$ cat src/rtl/dl_router.sv
`default_nettype none
// +--------------------------------------------------------------------------+
// | Module   : dl_router                                                     |
// | Purpose  : Routes the hps_io ioctl byte stream into SDRAM write words.   |
// |            Decodes bytes into up to four ROM regions and gathers them    |
// |            into WORD_BYTES-wide words with byte enables. Queues words in |
// |            a small FIFO and issues them over a toggle req/ack handshake. |
// |            Also captures the mode byte (index 1) and sequences           |
// |            rom_loaded and the post-download game reset.                  |
// | Ports    : clk_sys, reset_n (sync, active-low)                           |
// |            ioctl_download/wr/addr/dout/index in, ioctl_wait out          |
// |            out_req/out_region/out_addr/out_data/out_be out, out_ack in   |
// |            mode, rom_loaded, game_reset out                              |
// | Revision : 1.0 - initial release                                         |
// +--------------------------------------------------------------------------+
module dl_router #(
  parameter int                 WORD_BYTES = 4,
  parameter int                 NREG       = 3,
  parameter logic [NREG*25-1:0] REG_BASE   = {25'h32000, 25'h12000, 25'h0},
  parameter int                 FIFO_DEPTH = 4,
  parameter logic [15:0]        RESET_HOLD = 16'hFFFF
) (
  input  logic                    clk_sys,
  input  logic                    reset_n,
  input  logic                    ioctl_download,
  input  logic                    ioctl_wr,
  input  logic [24:0]             ioctl_addr,
  input  logic [7:0]              ioctl_dout,
  input  logic [7:0]              ioctl_index,
  output logic                    ioctl_wait,
  output logic                    out_req,
  input  logic                    out_ack,
  output logic [1:0]              out_region,
  output logic [22:0]             out_addr,
  output logic [8*WORD_BYTES-1:0] out_data,
  output logic [WORD_BYTES-1:0]   out_be,
  output logic [7:0]              mode,
  output logic                    rom_loaded,
  output logic                    game_reset
);

  localparam int SH = $clog2(WORD_BYTES);
  localparam int LW = (SH > 0) ? SH : 1;
  localparam int PW = $clog2(FIFO_DEPTH);
  localparam int EW = 2 + 23 + 8*WORD_BYTES + WORD_BYTES;
  localparam logic [PW:0]           FULL_LVL = (PW+1)'(FIFO_DEPTH);
  localparam logic [PW:0]           WAIT_LVL = (PW+1)'(FIFO_DEPTH - 1);
  localparam logic [WORD_BYTES-1:0] BE_ONE   = 1;
  localparam logic [LW-1:0]         LAST_LANE = LW'(WORD_BYTES - 1);

  typedef enum logic {IDLE = 1'b0, BUSY = 1'b1} state_t;

  // ---------------------------------------------------------------- decode
  logic        hit;
  logic [1:0]  wr_region;
  logic [24:0] offset;
  logic [22:0] wr_waddr;
  logic [LW-1:0] wr_lane;

  // Bases are ascending, so the last base not above the address wins.
  always_comb begin
    hit       = 1'b0;
    wr_region = '0;
    offset    = '0;
    for (int r = 0; r < NREG; r++) begin
      if (ioctl_addr >= REG_BASE[r*25 +: 25]) begin
        hit       = 1'b1;
        wr_region = 2'(r);
        offset    = ioctl_addr - REG_BASE[r*25 +: 25];
      end
    end
  end

  assign wr_waddr = 23'(offset >> SH);

  generate
    if (SH > 0) begin : g_lane
      assign wr_lane = offset[LW-1:0];
    end else begin : g_lane_single
      assign wr_lane = '0;
    end
  endgenerate

  logic rom_wr, mode_wr;
  assign rom_wr  = ioctl_download & ioctl_wr & (ioctl_index == 8'd0) & hit;
  assign mode_wr = ioctl_download & ioctl_wr & (ioctl_index == 8'd1);

  // ---------------------------------------------------------------- gather
  logic                    buf_valid, buf_full, dl_q;
  logic [8*WORD_BYTES-1:0] buf_data;
  logic [WORD_BYTES-1:0]   buf_be;
  logic [1:0]              buf_region;
  logic [22:0]             buf_addr;
  logic                    match, flush;

  assign match = buf_valid & (buf_region == wr_region) & (buf_addr == wr_waddr);
  // buf_full is the pending flag: the last lane was written last cycle, so
  // the word goes out now. Every push source empties the same buffer, so at
  // most one push happens per cycle.
  assign flush = buf_valid & (buf_full | (dl_q & ~ioctl_download) | (rom_wr & ~match));

  always_ff @(posedge clk_sys) begin
    if (!reset_n) begin
      buf_valid  <= 1'b0;
      buf_full   <= 1'b0;
      buf_be     <= '0;
      buf_data   <= '0;
      buf_region <= '0;
      buf_addr   <= '0;
    end else begin
      if (flush) begin
        buf_valid <= 1'b0;
        buf_full  <= 1'b0;
        buf_be    <= '0;
      end
      if (rom_wr) begin
        buf_valid  <= 1'b1;
        buf_region <= wr_region;
        buf_addr   <= wr_waddr;
        buf_full   <= (wr_lane == LAST_LANE);
        if (flush || !buf_valid) begin
          // Fresh word: unwritten lanes are don't-care (their enables are 0).
          buf_be   <= BE_ONE << wr_lane;
          buf_data <= {WORD_BYTES{ioctl_dout}};
        end else begin
          buf_be                  <= buf_be | (BE_ONE << wr_lane);
          buf_data[wr_lane*8 +: 8] <= ioctl_dout;
        end
      end
    end
  end

  // ---------------------------------------------------------------- FIFO
  logic [EW-1:0] mem [FIFO_DEPTH];
  logic [PW-1:0] wr_ptr, rd_ptr;
  logic [PW:0]   count, count_next;
  logic          pop, accept;
  state_t        state;

  assign pop    = (state == BUSY) && (out_ack == out_req);
  // A push into a full FIFO (no pop this cycle) is dropped.
  assign accept = flush && ((count != FULL_LVL) || pop);

  always_comb begin
    count_next = count;
    if (accept && !pop)      count_next = count + 1'b1;
    else if (!accept && pop) count_next = count - 1'b1;
  end

  always_ff @(posedge clk_sys) begin
    if (accept) mem[wr_ptr] <= {buf_region, buf_addr, buf_data, buf_be};
  end

  always_ff @(posedge clk_sys) begin
    if (!reset_n) begin
      wr_ptr     <= '0;
      rd_ptr     <= '0;
      count      <= '0;
      ioctl_wait <= 1'b0;
    end else begin
      if (accept) wr_ptr <= wr_ptr + 1'b1;
      if (pop)    rd_ptr <= rd_ptr + 1'b1;
      count      <= count_next;
      ioctl_wait <= (count_next >= WAIT_LVL);
    end
  end

  // ---------------------------------------------------------------- issue
  always_ff @(posedge clk_sys) begin
    if (!reset_n) begin
      state      <= IDLE;
      out_req    <= out_ack;  // abandon any outstanding request silently
      out_region <= '0;
      out_addr   <= '0;
      out_data   <= '0;
      out_be     <= '0;
    end else begin
      case (state)
        IDLE: if (count != '0) begin
          {out_region, out_addr, out_data, out_be} <= mem[rd_ptr];
          out_req <= ~out_req;
          state   <= BUSY;
        end
        BUSY: if (out_ack == out_req) state <= IDLE;
        default: state <= IDLE;
      endcase
    end
  end

  // ---------------------------------------------------------------- load / reset
  logic        dl_seen, load_done;
  logic [15:0] hold_cnt;

  // dl_seen keeps an idle block coming out of reset from claiming a load
  // that never happened.
  assign load_done = dl_seen & ~ioctl_download & ~buf_valid & ~buf_full &
                     (count == '0) & (state == IDLE);

  always_ff @(posedge clk_sys) begin
    if (!reset_n) begin
      dl_q       <= 1'b0;
      dl_seen    <= 1'b0;
      mode       <= '0;
      rom_loaded <= 1'b0;
      hold_cnt   <= '0;
    end else begin
      dl_q <= ioctl_download;
      if (ioctl_download) dl_seen <= 1'b1;
      if (mode_wr)        mode    <= ioctl_dout;
      if (load_done && !rom_loaded) begin
        rom_loaded <= 1'b1;
        hold_cnt   <= RESET_HOLD;
      end else if (hold_cnt != '0) begin
        hold_cnt <= hold_cnt - 1'b1;
      end
    end
  end

  assign game_reset = ~rom_loaded | ioctl_download | (hold_cnt != '0);

endmodule
`default_nettype wire

$ cat config.mk
export PLATFORM = sky130hd
export DESIGN_NAME = dl_router
export DESIGN_NICKNAME = d
export VERILOG_FILES = /design/src/rtl/dl_router.sv
export SDC_FILE = /design/constraint.sdc
export NUM_CORES = 1
export LEC_CHECK = 0
export ABC_AREA = 1
export CORE_MARGIN = 5
export CORE_UTILIZATION = 55
export CTS_CLUSTER_DIAMETER = 60
export DETAILED_ROUTE_END_ITERATION = 10
export PLACE_DENSITY = 0.79
export SLEW_MARGIN = 20
export SYNTH_ARGS = -nofsm -noshare
export SYNTH_HDL_FRONTEND = slang
export SYNTH_SLANG_ARGS = --single-unit
$ cat constraint.sdc
create_clock -name clk_sys -period 17.9 [get_ports clk_sys]
set_clock_uncertainty 0.2 [all_clocks]
set_input_delay 4.475 -clock clk_sys [delete_from_list [all_inputs] [get_ports clk_sys]]
set_output_delay 4.475 -clock clk_sys [all_outputs]
set_load 0.03 [all_outputs]
### Word-level counts from Yosys, hierarchy flattened

Memories as Yosys holds them, arrays and structs flattened. A register that Yosys moved wholly into a read port is not among the register bits.
Index checks and enable logic that the tools add are counted.
Widths: inputs -> output; s select.

* flip-flop bits (word level): 100
* bits in writable memories: 244
* bits of input ports: 46
* output and inout port bits: 73
* logic and storage cells: 115
* memories kept: 1

* add/sub/neg operators: 8
* $lt $le $gt $ge: 4
* equal/unequal tests: 8
* shifts and indexed selects: 3
* mux-type cells: 28
* bitwise gates (word level): 26
* reductions and logical operators: 20

Memories
* mem: depth 4, width 61, rd ports 1, clocked after Yosys merged registers in 1, wr ports 1, line 134 `logic [EW-1:0] mem [FIFO_DEPTH];`

Operator list (count)
* $mux 25: 3
* $neg 5->34: 1
* $shift 8x34->32 const A: 1
* $shiftx 8x34->32: 1
* $bwmux 32: 1
* $mux 16: 2
* $mux 32: 1
* $ge 25x1->1 const B: 1
* $ge 25x17->1 const B: 1
* $ge 25x18->1 const B: 1
* $sub 25x17->25 const B: 1
* $sub 25x18->25 const B: 1
* $eq 23x23->1: 1
* $reduce_bool 16->1: 1
* $sub 16x1->16 const B: 1
* $and 1x1->1: 14
* $mux 1: 14
* $mux 4: 3
* $eq 8x1->1 const B: 1
* $logic_not 8->1: 1
* $not 1->1: 7
* $mux 3: 2
* $logic_and 1x1->1: 5
* $logic_not 1->1: 5
* other kinds (20): 27

### Depth between registers and ports, before layout

Gate-level depths: netlist of run 1.

* depth after elaboration: 16
* mapped depth: 26
* depth with buffers taken out: 26

### Worst setup path before layout of run 1

Ideal clock, no wire load.

* path kind: input to register
* from: input port ioctl_addr[0]
* to: memory mem[0][0] in the netlist's numbering (enable)
* arrival time: 8.823 ns
* slack: 8.397 ns
* stages on the path: 21
* cell sequence: inv_1 -> ha_1 -> buf_4 -> nand3_1 -> nor2_1 -> nand2_1 -> nand2_2 -> nand2_2 -> nand2_4 -> nand3b_1 -> nand2_1 -> inv_1 -> nand2_1 -> nor2_1 -> nand3_1 -> nand2_2 -> nand2_1 -> nand2_2 -> inv_1 -> o21ai_2 -> nor2_1

* cells in the longest elaborated chain, start to end: 13

Ends and longest elaborated chain
* start, declared: line 27 `input logic [24:0] ioctl_addr,`
* $ge 25x1->1 / $ge 25x17->1 (equally long branches): line 66 `if (ioctl_addr >= REG_BASE[r*25 +: 25]) begin`
* $mux 25 / $mux 1 (equally long branches): line 66
* $mux 25 / $mux 2 (equally long branches): line 66
* $mux 25 / $eq 2x2->1 (equally long branches): line 66, 96
* $eq 23x23->1 / $and 1x1->1 (equally long branches): line 96 `assign match = buf_valid & (buf_region == wr_region) & (buf_addr == wr_waddr);`
* $and 1x1->1: line 96
* $not 1->1: line 100 `assign flush = buf_valid & (buf_full | (dl_q & ~ioctl_download) | (rom_wr & ~match));`
* $and 1x1->1 (*): line 100
* $or 1x1->1 (*): line 100
* $and 1x1->1 (*): line 100
* $logic_and 1x1->1 (*): line 142 `assign accept = flush && ((count != FULL_LVL) || pop);`
* $mux 1 (*): line 151 `if (accept) mem[wr_ptr] <= {buf_region, buf_addr, buf_data, buf_be};`
* $mux 1 (implied by the code) (*): line 151
* end, declared: line 134

Mark *: on every way between the ends. The rest lies on a longest branch, timed or not.

### Worst setup path in the final report of run 1

* from: input port ioctl_download
* to: output port game_reset

* cells in the longest elaborated chain, start to end: 2

Ends and longest elaborated chain
* start, declared: line 25 `input logic ioctl_download,`
* $or 1x1->1 (2 in a row): line 219 `assign game_reset = ~rom_loaded | ioctl_download | (hold_cnt != '0);`
* end, declared: line 39 `output logic game_reset`

Every way passes these cells.

==> summary.md, run 1 <==
| Metric | Value |
|---|---|
| Netlist cell types | 39 |
| Cell breakdown of the critical path | clkdlybuf4s50_1 -> inv_1 -> nand3_1 -> clkdlybuf4s50_1 |
| Total setup buffers inserted after CTS | 0 |
| Critical hold path startpoint | hold_cnt[11]$_SDFFE_PN0P_ |
| Commonest cells after routing, fill and taps aside | 262 x sky130_fd_sc_hd__o21ai_0, 245 x sky130_fd_sc_hd__edfxtp_1, 217 x sky130_fd_sc_hd__inv_1 |
| Level count of the clock H-tree | 2 |
| Global route overflow | 0 |
| Cell at the slowest stage of the critical path | sky130_fd_sc_hd__clkdlybuf4s50_1 |
| CP Class | in -> out |
| Worst hold margin | 0.2756 ns |
| Slew Viols, Final | 0 |
| Drt wl/cell | 16.98 um |
| P&R area growth vs syn | 16.73% |
| Clock root buffer | sky130_fd_sc_hd__clkbuf_16 |
| Worst hold path type | reg -> reg |
| Largest net degree at the start of global routing | 125 |
| Max cap viols | 0 |
| Maximum net fanout on the critical path | 4 |
| Top flip-flop cell by instance count after synthesis | sky130_fd_sc_hd__edfxtp_1 |
| Slew @ Worst Pin | 1.082 ns |
| Count of cells along the worst register-to-register path | 13 |
| First-pass GRT wire length | 60310 um |
| Share of the clock period used by the worst path | 58.77% |
| Num rows | 63 |
| Total Neg Setup Slack | 0 ns |
| Time the final worst path needs with I/O delays and setup | 10.52 ns |
| Detailed-route wire length | 37710 um |
| Syn Area/Cell | 9.787 um2 |
| Fin worst setup slack | 7.380 ns |
| Final number of setup-violating endpoints | 0 |
| Met2 Use GR | 36.31% |
| IR Drop Worst-Case VDD | 0.1010 mV |
| Met1 routing resource usage after global routing | 30.05% |
| Clk slew on worst S/H paths | 0.05 ns |
| Remaining design rule violation count | 0 |
| Gates resized, CTS repair | 0 |
| Remaining max-slew budget at the tightest pin | 27.79% |
| Post-DRT Antenna Nets | 0 |
| Arr. time, crit path | 5.84 ns |
| Leakage | 8.001 nW |
| # hold bufs at CTS | 0 |
| Pre-CTS setup slack | 7.389 ns |
| Synthesized instance count | 1704 |
| Most common cell after layout, fill and taps aside | sky130_fd_sc_hd__o21ai_0 |
| Ports | 119 |
| Detail Placement HPWL | 23100 um |
| Die ar. | 33900 um2 |
| Total number of nets in the final design | 1859 |
| Routed via count divided by cell count | 5.559 |
| Final Hold Viols | 0 |
| Die boundary height | 184.1 um |
| Number of buffers created by CTS | 42 |
| Number of port buffers | 118 |
| Part of the Yosys area used for sequential elements | 63.32% |
| Nature of the critical path endpoint | primary output |
| Total core area | 29800 um2 |
| Width of the die | 184.1 um |
| Most Crowded Layer GR | met2 |
| Ys async rst share | 0% |
| DRT Pass-1 Iters | 6 |
| GPL Wtd Cong | 0.8912 |
| Number of global-route vias before repair | 11.84k |
| Crit start category | primary input |
| Register bit count reported by yosys | 405 |
| Final antenna diode count | 0 |
| CP peak stage delay | 0.67 ns |
| Overall Global Routing Usage | 22.01% |
| Netlist area before placement | 16680 um2 |
| Insertion delay of the later-clocked pin in the worst-skew pair | 0.54 ns |
| Number of nets produced by synthesis | 1764 |
| Number of filler instances in the final layout | 2258 |
| Setup repair after global routing missed its margin | false |
| CTS Sinks | 405 |
| Post-synth EDFFs | 245 |
| Run status | finished clean |
| Number of warnings reported in the yosys synthesis log | 0 |
| TritonCTS clock tree | built |
| Max frequency | 0.09506 GHz |
| M3 GR Usage | 3.197% |
| Reg2reg start | buf_addr[3]$_SDFFE_PN0P_ |
| Pwr per Cell Area | 135.5 nW/um2 |
| Number of antenna violations at the first check in global routing | 0 |
| Proportion of layout cells with a drive suffix above 1 | 5.953% |
| Via count | 12.35k |
| Launch point of the critical path | ioctl_download |
| Critical path data required time | 13.23 ns |
| Most common cell type on the critical path | sky130_fd_sc_hd__clkdlybuf4s50_1 |
| DR iter-0 viols | 1183 |
| Starting density of the core | 55.97% |
| Hold depth | 2 |
| Max Root-Sink Buffers | 3 |
[report_power, final]
part	internal, mW	leakage (nW)	total, mW	switching [mW]
clock network	0.469	0.626	0.815	0.346
registers	1.07	3.84	1.12	0.0504
logic	0.250	3.53	0.703	0.454
total	1.79	8.00	2.64	0.850
[per-layer routing]
layer	up-vias	wire [um]	part of all wire [%]
met5	-	0	0
met4	0	1067	2.8
met3	76	2743	7.3
met2	498	18110	48
met1	5753	15790	42
li1	6019	-	-
[worst max-delay path, delay by kind of cell]
family | cells | cell delay (ns)
buffers and inverters | 3 | 1.28
and+or+nand+nor | 1 | 0.09
[synth_stat cells, types with 7 or more instances]
cell,count,area share [%]
sky130_fd_sc_hd__a21oi_1,120,3.6
sky130_fd_sc_hd__nor3_1,21,0.63
sky130_fd_sc_hd__clkbuf_1,70,1.6
sky130_fd_sc_hd__inv_2,7,0.16
sky130_fd_sc_hd__o21ai_0,262,7.9
sky130_fd_sc_hd__nor2_1,211,4.7
sky130_fd_sc_hd__a31oi_1,27,1.0
sky130_fd_sc_hd__nand2_1,151,3.4
sky130_fd_sc_hd__edfxtp_1,245,44
sky130_fd_sc_hd__xor2_1,12,0.63
sky130_fd_sc_hd__nand3_1,47,1.4
sky130_fd_sc_hd__o22ai_1,61,2.3
sky130_fd_sc_hd__xnor2_1,9,0.47
sky130_fd_sc_hd__nor4_1,7,0.26
sky130_fd_sc_hd__nand3b_1,7,0.32
sky130_fd_sc_hd__nand2_2,7,0.26
sky130_fd_sc_hd__dfxtp_1,160,19
sky130_fd_sc_hd__ha_1,14,1.1
sky130_fd_sc_hd__nand4_1,12,0.45
sky130_fd_sc_hd__inv_1,219,4.9
[cells by family after synthesis]
group | Yosys count | share of synthesized area (%)
xor+xnor | 21 | 1.103
mux | 1 | 0.06002
flops | 405 | 63.32
fa+ha+maj | 14 | 1.050
compound gates | 480 | 15.24
simple gates | 476 | 12.20
buf+inv | 307 | 7.022
[through the flow]
step	power, mW	area, um2	util, %	std cells
6_report	2.638	19470	65.34	2221
5_1_grt	2.778	19470	65.34	2221
4_1_cts	2.653	19460	65.31	2221
3_5_place_dp	1.844	18170	60.98	2145
3_3_place_gp	1.823	18170	60.98	2145
2_1_floorplan	1.599	16680	-	1704
[area by class of cell]
type                            instances  area, um2  area share (%)
Clock buffer                           62       1166           5.990
Inverter                              228      855.8           4.396
Tap cell                              390      488.0           2.507
Timing Repair Buffer                  130       1274           6.543
Multi-Input combinational cell        992       4995           25.66
Clock inverter                         14      125.1          0.6427
Sequential cell                       405      10560           54.26
[path summary, 6_finish.rpt]
| kind | end | slack (ns) |
|---|---|---|
| max | game_reset | 7.38 |
| min reg2reg | hold_cnt[11]$_SDFFE_PN0P_ | 0.28 |
| min | hold_cnt[11]$_SDFFE_PN0P_ | 0.28 |
| max reg2reg | mem[2][2]$_DFFE_PP_ | 14.25 |
[flip-flops by register name, summed over array words and instances, names as in the netlist, 8 cells and up]
signal and cells:
buf_addr 23, buf_data 32, hold_cnt 16, mem 244, mode 8, out_addr 23
out_data 32
No activity file was read; power rests on OpenSTA's default activity.
==> inputs of run 2 (changes only) <==
clock period = 10.35 ns   (was 17.9 ns; I/O delays follow)
==> run 2 against run 1 <==
Largest power group unchanged. Register-to-register slack worse by 7.5 ns. Worst setup slack lost 4.1 ns. Routed wire length rose by 1.7%. First-iteration DRC count down 7.2%. Clock power rose by 83%. Count of clock-buffer cells in the layout is 2 lower. Combinational power up 72%. Global-route usage grew 0.44 points. Critical path depth grew 18.
==> summary.md, run 2 (synthesis results as in run 1) <==
| Metric | Value |
|---|---|
| Total Neg Setup Slack | 0 ns (unchanged) |
| Post-placement cell area | 18170 um2 (unchanged) |
| Number of antenna violations at the first check in global routing | 1 (was 0) |
| Insertion delay of the later-clocked pin in the worst-skew pair | 0.53 ns (was 0.54 ns) |
| Final Hold Viols | 0 (unchanged) |
| P&R area growth vs syn | 17.59% (was 16.73%) |
| Total setup buffers inserted after CTS | 0 (unchanged) |
| Nature of the critical path endpoint | flip-flop (was primary output) |
| Starting density of the core | 55.97% (unchanged) |
| Total core area | 29800 um2 (unchanged) |
| Total number of nets in the final design | 1861 (was 1859) |
| Run status | finished clean (unchanged) |
| Gates resized, CTS repair | 0 (unchanged) |
| Commonest cells after routing, fill and taps aside | 262 x sky130_fd_sc_hd__o21ai_0, 245 x sky130_fd_sc_hd__edfxtp_1, 217 x sky130_fd_sc_hd__inv_1 (unchanged) |
| Drt wl/cell | 17.24 um (was 16.98 um) |
| Met1 routing resource usage after global routing | 31.05% (was 30.05%) |
| Max Root-Sink Buffers | 3 (unchanged) |
| Detail Placement HPWL | 23620 um (was 23100 um) |
| Share of the clock period used by the worst path | 68.60% |
| Clock root buffer | sky130_fd_sc_hd__clkbuf_16 (unchanged) |
| Post-route core utilization | 65.81% (was 65.34%) |
| Most common cell after layout, fill and taps aside | sky130_fd_sc_hd__o21ai_0 (unchanged) |
| Via count | 12.47k (was 12.35k) |
| Max reg flops | 244 (unchanged) |
| TritonCTS clock tree | built (unchanged) |
| Routed via count divided by cell count | 5.606 (was 5.559) |
| First-pass GRT wire length | 61450 um (was 60310 um) |
| Die boundary height | 184.1 um (unchanged) |
| Pwr per Cell Area | 237.0 nW/um2 (was 135.5 nW/um2) |
| Leakage | 8.066 nW (was 8.001 nW) |
| Post-DRT Antenna Nets | 0 (unchanged) |
| CTS Sinks | 405 (unchanged) |
| Max frequency | 0.1409 GHz |
| Final instance area | 19610 um2 (was 19470 um2) |
| Most Crowded Layer GR | met2 (unchanged) |
| Crit start category | primary input (unchanged) |
| GPL Wtd Cong | 0.9004 (was 0.8912) |
| Time the final worst path needs with I/O delays and setup | 7.100 ns |
| Maximum net fanout on the critical path | 33 (was 4) |
| Level count of the clock H-tree | 2 (unchanged) |
| Met2 Use GR | 37.38% (was 36.31%) |
| Largest net degree at the start of global routing | 100 (was 125) |
| # hold bufs at CTS | 0 (unchanged) |
| Global route overflow | 0 (unchanged) |
| Worst hold path type | reg -> reg (unchanged) |
| Max cap viols | 0 (unchanged) |
| Remaining max-slew budget at the tightest pin | 26.74% (was 27.79%) |
| Critical path data required time | 10.33 ns (was 13.23 ns) |
| Slew Viols, Final | 0 (unchanged) |
| Remaining design rule violation count | 0 (unchanged) |
| Number of buffers created by CTS | 43 (was 42) |
| DR iter-0 viols | 1098 (was 1183) |
| Number of global-route vias before repair | 11.95k (was 11.84k) |
| Ports | 119 (unchanged) |
| CP Class | in -> reg (was in -> out) |
| Overall power | 4.648 mW (was 2.638 mW) |
| Final number of setup-violating endpoints | 0 (unchanged) |
| Number of filler instances in the final layout | 2335 (was 2258) |
| Largest registers ranked by flip-flop count | mem: 244 flops, buf_data: 32 flops, out_data: 32 flops (unchanged) |
| IR Drop Worst-Case VDD | 0.1698 mV (was 0.1010 mV) |
| Setup repair after global routing missed its margin | false (unchanged) |
| DRT Pass-1 Iters | 5 (was 6) |
| Detailed-route wire length | 38360 um (was 37710 um) |
| Top reg by flops | mem (unchanged) |
| Slew @ Worst Pin | 1.096 ns (was 1.082 ns) |
| Proportion of layout cells with a drive suffix above 1 | 6.816% (was 5.953%) |
| Arr. time, crit path | 7.08 ns (was 5.84 ns) |
| M3 GR Usage | 3.276% (was 3.197%) |
| Width of the die | 184.1 um (unchanged) |
| Num rows | 63 (unchanged) |
| Number of port buffers | 118 (unchanged) |
| Overall Global Routing Usage | 22.45% (was 22.01%) |
| Die ar. | 33900 um2 (unchanged) |
| Clk slew on worst S/H paths | 0.06 ns (was 0.05 ns) |
[run 2: changes by cell type in the layout (fill, tap and decap cells not counted), moves of 2 or more]
cell / delta
sky130_fd_sc_hd__clkbuf_16: +2
sky130_fd_sc_hd__clkbuf_1: -10
sky130_fd_sc_hd__clkinv_2: +2
sky130_fd_sc_hd__clkinv_1: -3
sky130_fd_sc_hd__clkinvlp_4: +5
sky130_fd_sc_hd__inv_6: +2
sky130_fd_sc_hd__clkinv_8: -2
sky130_fd_sc_hd__clkbuf_8: +6
[run 2: cell type report]
class / instances / area (um2) / area share (%)
diodes: 1 / 2.502 / 0.01276
clock buffers: 60 / 1261 / 6.431
clock inverters: 18 / 146.4 / 0.7465
inverters: 228 / 855.8 / 4.364
multi-input cells: 992 / 4995 / 25.47
flip-flops and latches: 405 / 10560 / 53.87
well taps: 390 / 488.0 / 2.488
repair buffers: 131 / 1297 / 6.616
[run 2: power by group]
part	internal (mW)	switching, mW
combinational	0.430	0.775
clock	0.882	0.613
sequential	1.85	0.0979
total	3.16	1.49
[run 2: per-stage QoR]
stage               setup WS (ns)  hold slack, ns  cells
finish                      3.250          0.2590   2225
CTS                         3.212          0.2624   2223
detailed placement          2.677          0.2546   2145
floorplan                   2.735          0.2331   1704
global route                2.818          0.3059   2225
global placement            2.836          0.2457   2145
[run 2: per-layer routing]
metal	share of wire (%)	vias to the layer above
met5	0	-
met4	2.3	0
met3	8.0	73
met2	48	531
met1	41	5840
li1	-	6030
[run 2: worst paths after layout]
check / start / endpoint / slack (ns) / cells after the start
hold / removal: dl_seen$_SDFFE_PN0P_ / dl_seen$_SDFFE_PN0P_ / 0.26 / 2
hold reg to reg: dl_seen$_SDFFE_PN0P_ / dl_seen$_SDFFE_PN0P_ / 0.26 / 2
setup / recovery: ioctl_addr[0] / mem[0][31]$_DFFE_PP_ / 3.25 / 22
setup reg to reg: buf_addr[3]$_SDFFE_PN0P_ / mem[0][31]$_DFFE_PP_ / 6.71 / 13
[run 2: critical path, stage by stage]
cell                              delay, ns
sky130_fd_sc_hd__clkdlybuf4s50_1       0.55
sky130_fd_sc_hd__inv_1                 0.28
sky130_fd_sc_hd__ha_1                  0.49
sky130_fd_sc_hd__nand3_1               0.20
sky130_fd_sc_hd__nor2_1                0.13
sky130_fd_sc_hd__nand2_1               0.09
sky130_fd_sc_hd__nand2_2               0.18
sky130_fd_sc_hd__nand2_1               0.09
sky130_fd_sc_hd__nand2_1               0.09
sky130_fd_sc_hd__nand2_1               0.06
sky130_fd_sc_hd__nand3_1               0.08
sky130_fd_sc_hd__nor2_1                0.04
sky130_fd_sc_hd__nand3_1               0.07
sky130_fd_sc_hd__nor2_1                0.05
sky130_fd_sc_hd__nand3_1               0.10
sky130_fd_sc_hd__nand2_2               0.08
sky130_fd_sc_hd__nand2_1               0.10
sky130_fd_sc_hd__nand2_2               0.09
sky130_fd_sc_hd__inv_1                 0.12
sky130_fd_sc_hd__o21ai_2               0.18
sky130_fd_sc_hd__nor2_4                0.87
sky130_fd_sc_hd__buf_4                 0.52
==> inputs of run 3 (changes only) <==
clock period = 6.6 ns   (was 10.35 ns; I/O delays follow)
==> run 3 against run 2 <==
Worst setup slack lost 2.1 ns. Non-clock buffer count grew 2. Sequential cell count is the same. Critical path depth is the same. Cell area grew 0.16%. Combinational power grew 57%. Worst hold slack gained 0.0013 ns. Core utilization grew 0.10 points. Largest power group unchanged. Highest routed layer unchanged.
==> summary.md, run 3 (synthesis results as in run 1) <==
| Metric | Value |
|---|---|
| Number of antenna violations at the first check in global routing | 0 (was 1) |
| Max frequency | 0.1831 GHz |
| Final Hold Viols | 0 (unchanged) |
| Proportion of layout cells with a drive suffix above 1 | 6.543% (was 6.816%) |
| Largest net degree at the start of global routing | 102 (was 100) |
| Width of the die | 184.1 um (unchanged) |
| Share of power burned in the clock network | 32.4% (was 32.2%) |
| Slew @ Worst Pin | 1.120 ns (was 1.096 ns) |
| Commonest cells after routing, fill and taps aside | 262 x sky130_fd_sc_hd__o21ai_0, 245 x sky130_fd_sc_hd__edfxtp_1, 217 x sky130_fd_sc_hd__inv_1 (unchanged) |
| Crit start category | primary input (unchanged) |
| TritonCTS clock tree | built (unchanged) |
| Number of filler instances in the final layout | 2262 (was 2335) |
| CTS Sinks | 405 (unchanged) |
| Global route overflow | 0 (unchanged) |
| Cell at the slowest stage of the critical path | sky130_fd_sc_hd__clkdlybuf4s50_1 (was sky130_fd_sc_hd__nor2_4) |
| CP peak stage delay | 0.56 ns (was 0.87 ns) |
| Detail Placement HPWL | 24170 um (was 23620 um) |
| Nature of the critical path endpoint | flip-flop (unchanged) |
| Sink of the worst hold path | dl_seen$_SDFFE_PN0P_ (unchanged) |
| IR Drop Worst-Case VDD | 0.2575 mV (was 0.1698 mV) |
| Maximum net fanout on the critical path | 55 (was 33) |
| Overall Global Routing Usage | 22.73% (was 22.45%) |
| Hold depth | 2 (unchanged) |
| Top reg by flops | mem (unchanged) |
| Final number of setup-violating endpoints | 0 (unchanged) |
| Largest registers ranked by flip-flop count | mem: 244 flops, buf_data: 32 flops, out_data: 32 flops (unchanged) |
| Starting density of the core | 55.97% (unchanged) |
| DR iter-0 viols | 1193 (was 1098) |
| Remaining max-slew budget at the tightest pin | 25.20% (was 26.74%) |
| First-pass GRT wire length | 62310 um (was 61450 um) |
| Worst r2r dst | mem[0][27]$_DFFE_PP_ (was mem[0][31]$_DFFE_PP_) |
| M3 GR Usage | 3.710% (was 3.276%) |
| Kind of cell adding the most delay to the critical path | simple AND/OR/NAND/NOR gates (unchanged) |
| Leakage | 8.091 nW (was 8.066 nW) |
| Slew Viols, Final | 0 (unchanged) |
| Total Neg Setup Slack | 0 ns (unchanged) |
| Number of buffers created by CTS | 41 (was 43) |
| Number of port buffers | 118 (unchanged) |
| Cell-internal power | 5.013 mW (was 3.162 mW) |
| Run status | finished clean (unchanged) |
| Detailed-route wire length | 39370 um (was 38360 um) |
| Share of the clock period used by the worst path | 82.75% |
| Fraction of power consumed by sequential logic | 41.7% (was 41.9%) |
| Num rows | 63 (unchanged) |
| Critical hold path startpoint | dl_seen$_SDFFE_PN0P_ (unchanged) |
| Routed via count divided by cell count | 5.671 (was 5.606) |
| Via count | 12.62k (was 12.47k) |
| Count of cells along the worst register-to-register path | 13 (unchanged) |
| Total number of nets in the final design | 1861 (unchanged) |
| Total setup buffers inserted after CTS | 0 (unchanged) |
| Insertion delay of the later-clocked pin in the worst-skew pair | 0.54 ns (was 0.53 ns) |
| Most Crowded Layer GR | met2 (unchanged) |
| Met1 routing resource usage after global routing | 30.94% (was 31.05%) |
| DRT Pass-1 Iters | 5 (unchanged) |
| Remaining design rule violation count | 0 (unchanged) |
| Worst hold margin | 0.2603 ns (was 0.2590 ns) |
| Met2 Use GR | 37.24% (was 37.38%) |
| Max Root-Sink Buffers | 3 (unchanged) |
| Total core area | 29800 um2 (unchanged) |
| Comb pwr share | 25.9% (about the same) |
| Worst hold path type | reg -> reg (unchanged) |
| Sw Ratio | 31.76% (was 31.97%) |
| Number of buffers and inverters on the critical path | 4 (unchanged) |
| CP Class | in -> reg (unchanged) |
| Pwr per Cell Area | 374.0 nW/um2 (was 237.0 nW/um2) |
| Clk slew on worst S/H paths | 0.06 ns (about the same) |
| # hold bufs at CTS | 0 (unchanged) |
| Ports | 119 (unchanged) |
| Drt wl/cell | 17.69 um (was 17.24 um) |
| Level count of the clock H-tree | 2 (unchanged) |
| Power dissipated by switching net loads | 2.333 mW (was 1.486 mW) |
| Setup repair after global routing missed its margin | false (unchanged) |
| Time the final worst path needs with I/O delays and setup | 5.462 ns |
| Number of global-route vias before repair | 12.14k (was 11.95k) |
| Arr. time, crit path | 5.45 ns (was 7.08 ns) |
| Reg2reg start | buf_addr[3]$_SDFFE_PN0P_ (unchanged) |
| P&R area growth vs syn | 17.77% (was 17.59%) |
| GPL Wtd Cong | 0.9342 (was 0.9004) |
| Cell breakdown of the critical path | clkdlybuf4s50_1 -> inv_1 -> ha_1 -> nand3_1 -> nor2_1 -> nand2_1 -> nand2_2 -> nand2_2 -> nand2_4 -> nand3_1 -> nand2_1 -> nor2_1 -> nand3_1 -> nor2_1 -> nand3_1 -> nand2_2 -> nand2_1 -> nand2_2 -> inv_1 -> o21ai_2 -> nor2_4 -> buf_12 (was clkdlybuf4s50_1 -> inv_1 -> ha_1 -> nand3_1 -> nor2_1 -> nand2_1 -> nand2_2 -> nand2_1 -> nand2_1 -> nand2_1 -> nand3_1 -> nor2_1 -> nand3_1 -> nor2_1 -> nand3_1 -> nand2_2 -> nand2_1 -> nand2_2 -> inv_1 -> o21ai_2 -> nor2_4 -> buf_4) |
| Gates resized, CTS repair | 0 (unchanged) |
| Clock root buffer | sky130_fd_sc_hd__clkbuf_16 (unchanged) |
| Most common cell after layout, fill and taps aside | sky130_fd_sc_hd__o21ai_0 (unchanged) |
| Critical path data required time | 6.58 ns (was 10.33 ns) |
| Die boundary height | 184.1 um (unchanged) |
| Max reg flops | 244 (unchanged) |
| Die ar. | 33900 um2 (unchanged) |
| Max cap viols | 0 (unchanged) |
| Setup slack, reg-to-reg | 3.64 ns (was 6.71 ns) |
| Post-DRT Antenna Nets | 0 (unchanged) |
[run 3: metal layers]
metal / wire length [um] / share of wire [%] / vias to the layer above
met3: 3317 / 8.4 / 105
met1: 16230 / 41 / 5907
li1: - / - / 6032
met2: 18480 / 47 / 575
met5: 0 / 0 / -
met4: 1337 / 3.4 / 0
[run 3: metrics by stage]
step,setup slack (ns),power [mW],cells,instance area (um2),util (%)
finish,1.138,7.346,2225,19640,65.92
CTS,1.187,7.378,2224,19630,65.89
global placement,0.8292,4.956,2148,18230,61.18
global route,0.7810,7.719,2224,19640,65.91
floorplan,-0.07775,4.338,1704,16680,-
detailed placement,0.6722,5.003,2148,18230,61.18
[run 3: area by class of cell]
type | count | area, um2 | area share, %
clock buffer | 54 | 1157 | 5.892
antenna | 1 | 2.502 | 0.01274
tap | 390 | 488.0 | 2.484
sequential | 405 | 10560 | 53.78
timing repair buffer | 133 | 1326 | 6.752
multi-input combinational | 992 | 5001 | 25.46
clock inverter | 22 | 246.5 | 1.255
inverter | 228 | 855.8 | 4.357
[run 3: worst min-delay path: cells and delay by family, from the launching register on]
| family | cells | cell delay (ns) |
|---|---|---|
| AOI/OAI and AO/OA | 1 | 0.06 |
| DFF | 1 | 0.29 |
| buffers and inverters | 1 | 0.06 |
[run 3: power by group through the flow]
stage	clock network [mW]	registers, mW	logic [mW]
6_report	2.38	3.06	1.90
5_1_grt	2.52	3.09	2.10
4_1_cts	2.40	3.06	1.91
3_5_place_dp	0	3.11	1.89
3_3_place_gp	0	3.10	1.85
2_1_floorplan	0	3.45	0.883
[run 3: worst max path at each step]
stage / start / to / slack, ns / depth (start not counted)
2_1_floorplan: ioctl_addr[0] / mem[0][0]$_DFFE_PP_ / -0.08 / 21
5_1_grt: ioctl_addr[0] / buf_data[6]$_SDFFE_PN0P_ / 0.78 / 24
3_5_place_dp: ioctl_addr[0] / mem[0][21]$_DFFE_PP_ / 0.67 / 22
3_3_place_gp: ioctl_addr[0] / mem[0][21]$_DFFE_PP_ / 0.83 / 22
4_1_cts: ioctl_addr[0] / mem[0][27]$_DFFE_PP_ / 1.19 / 22
6_report: ioctl_addr[0] / mem[0][27]$_DFFE_PP_ / 1.14 / 22
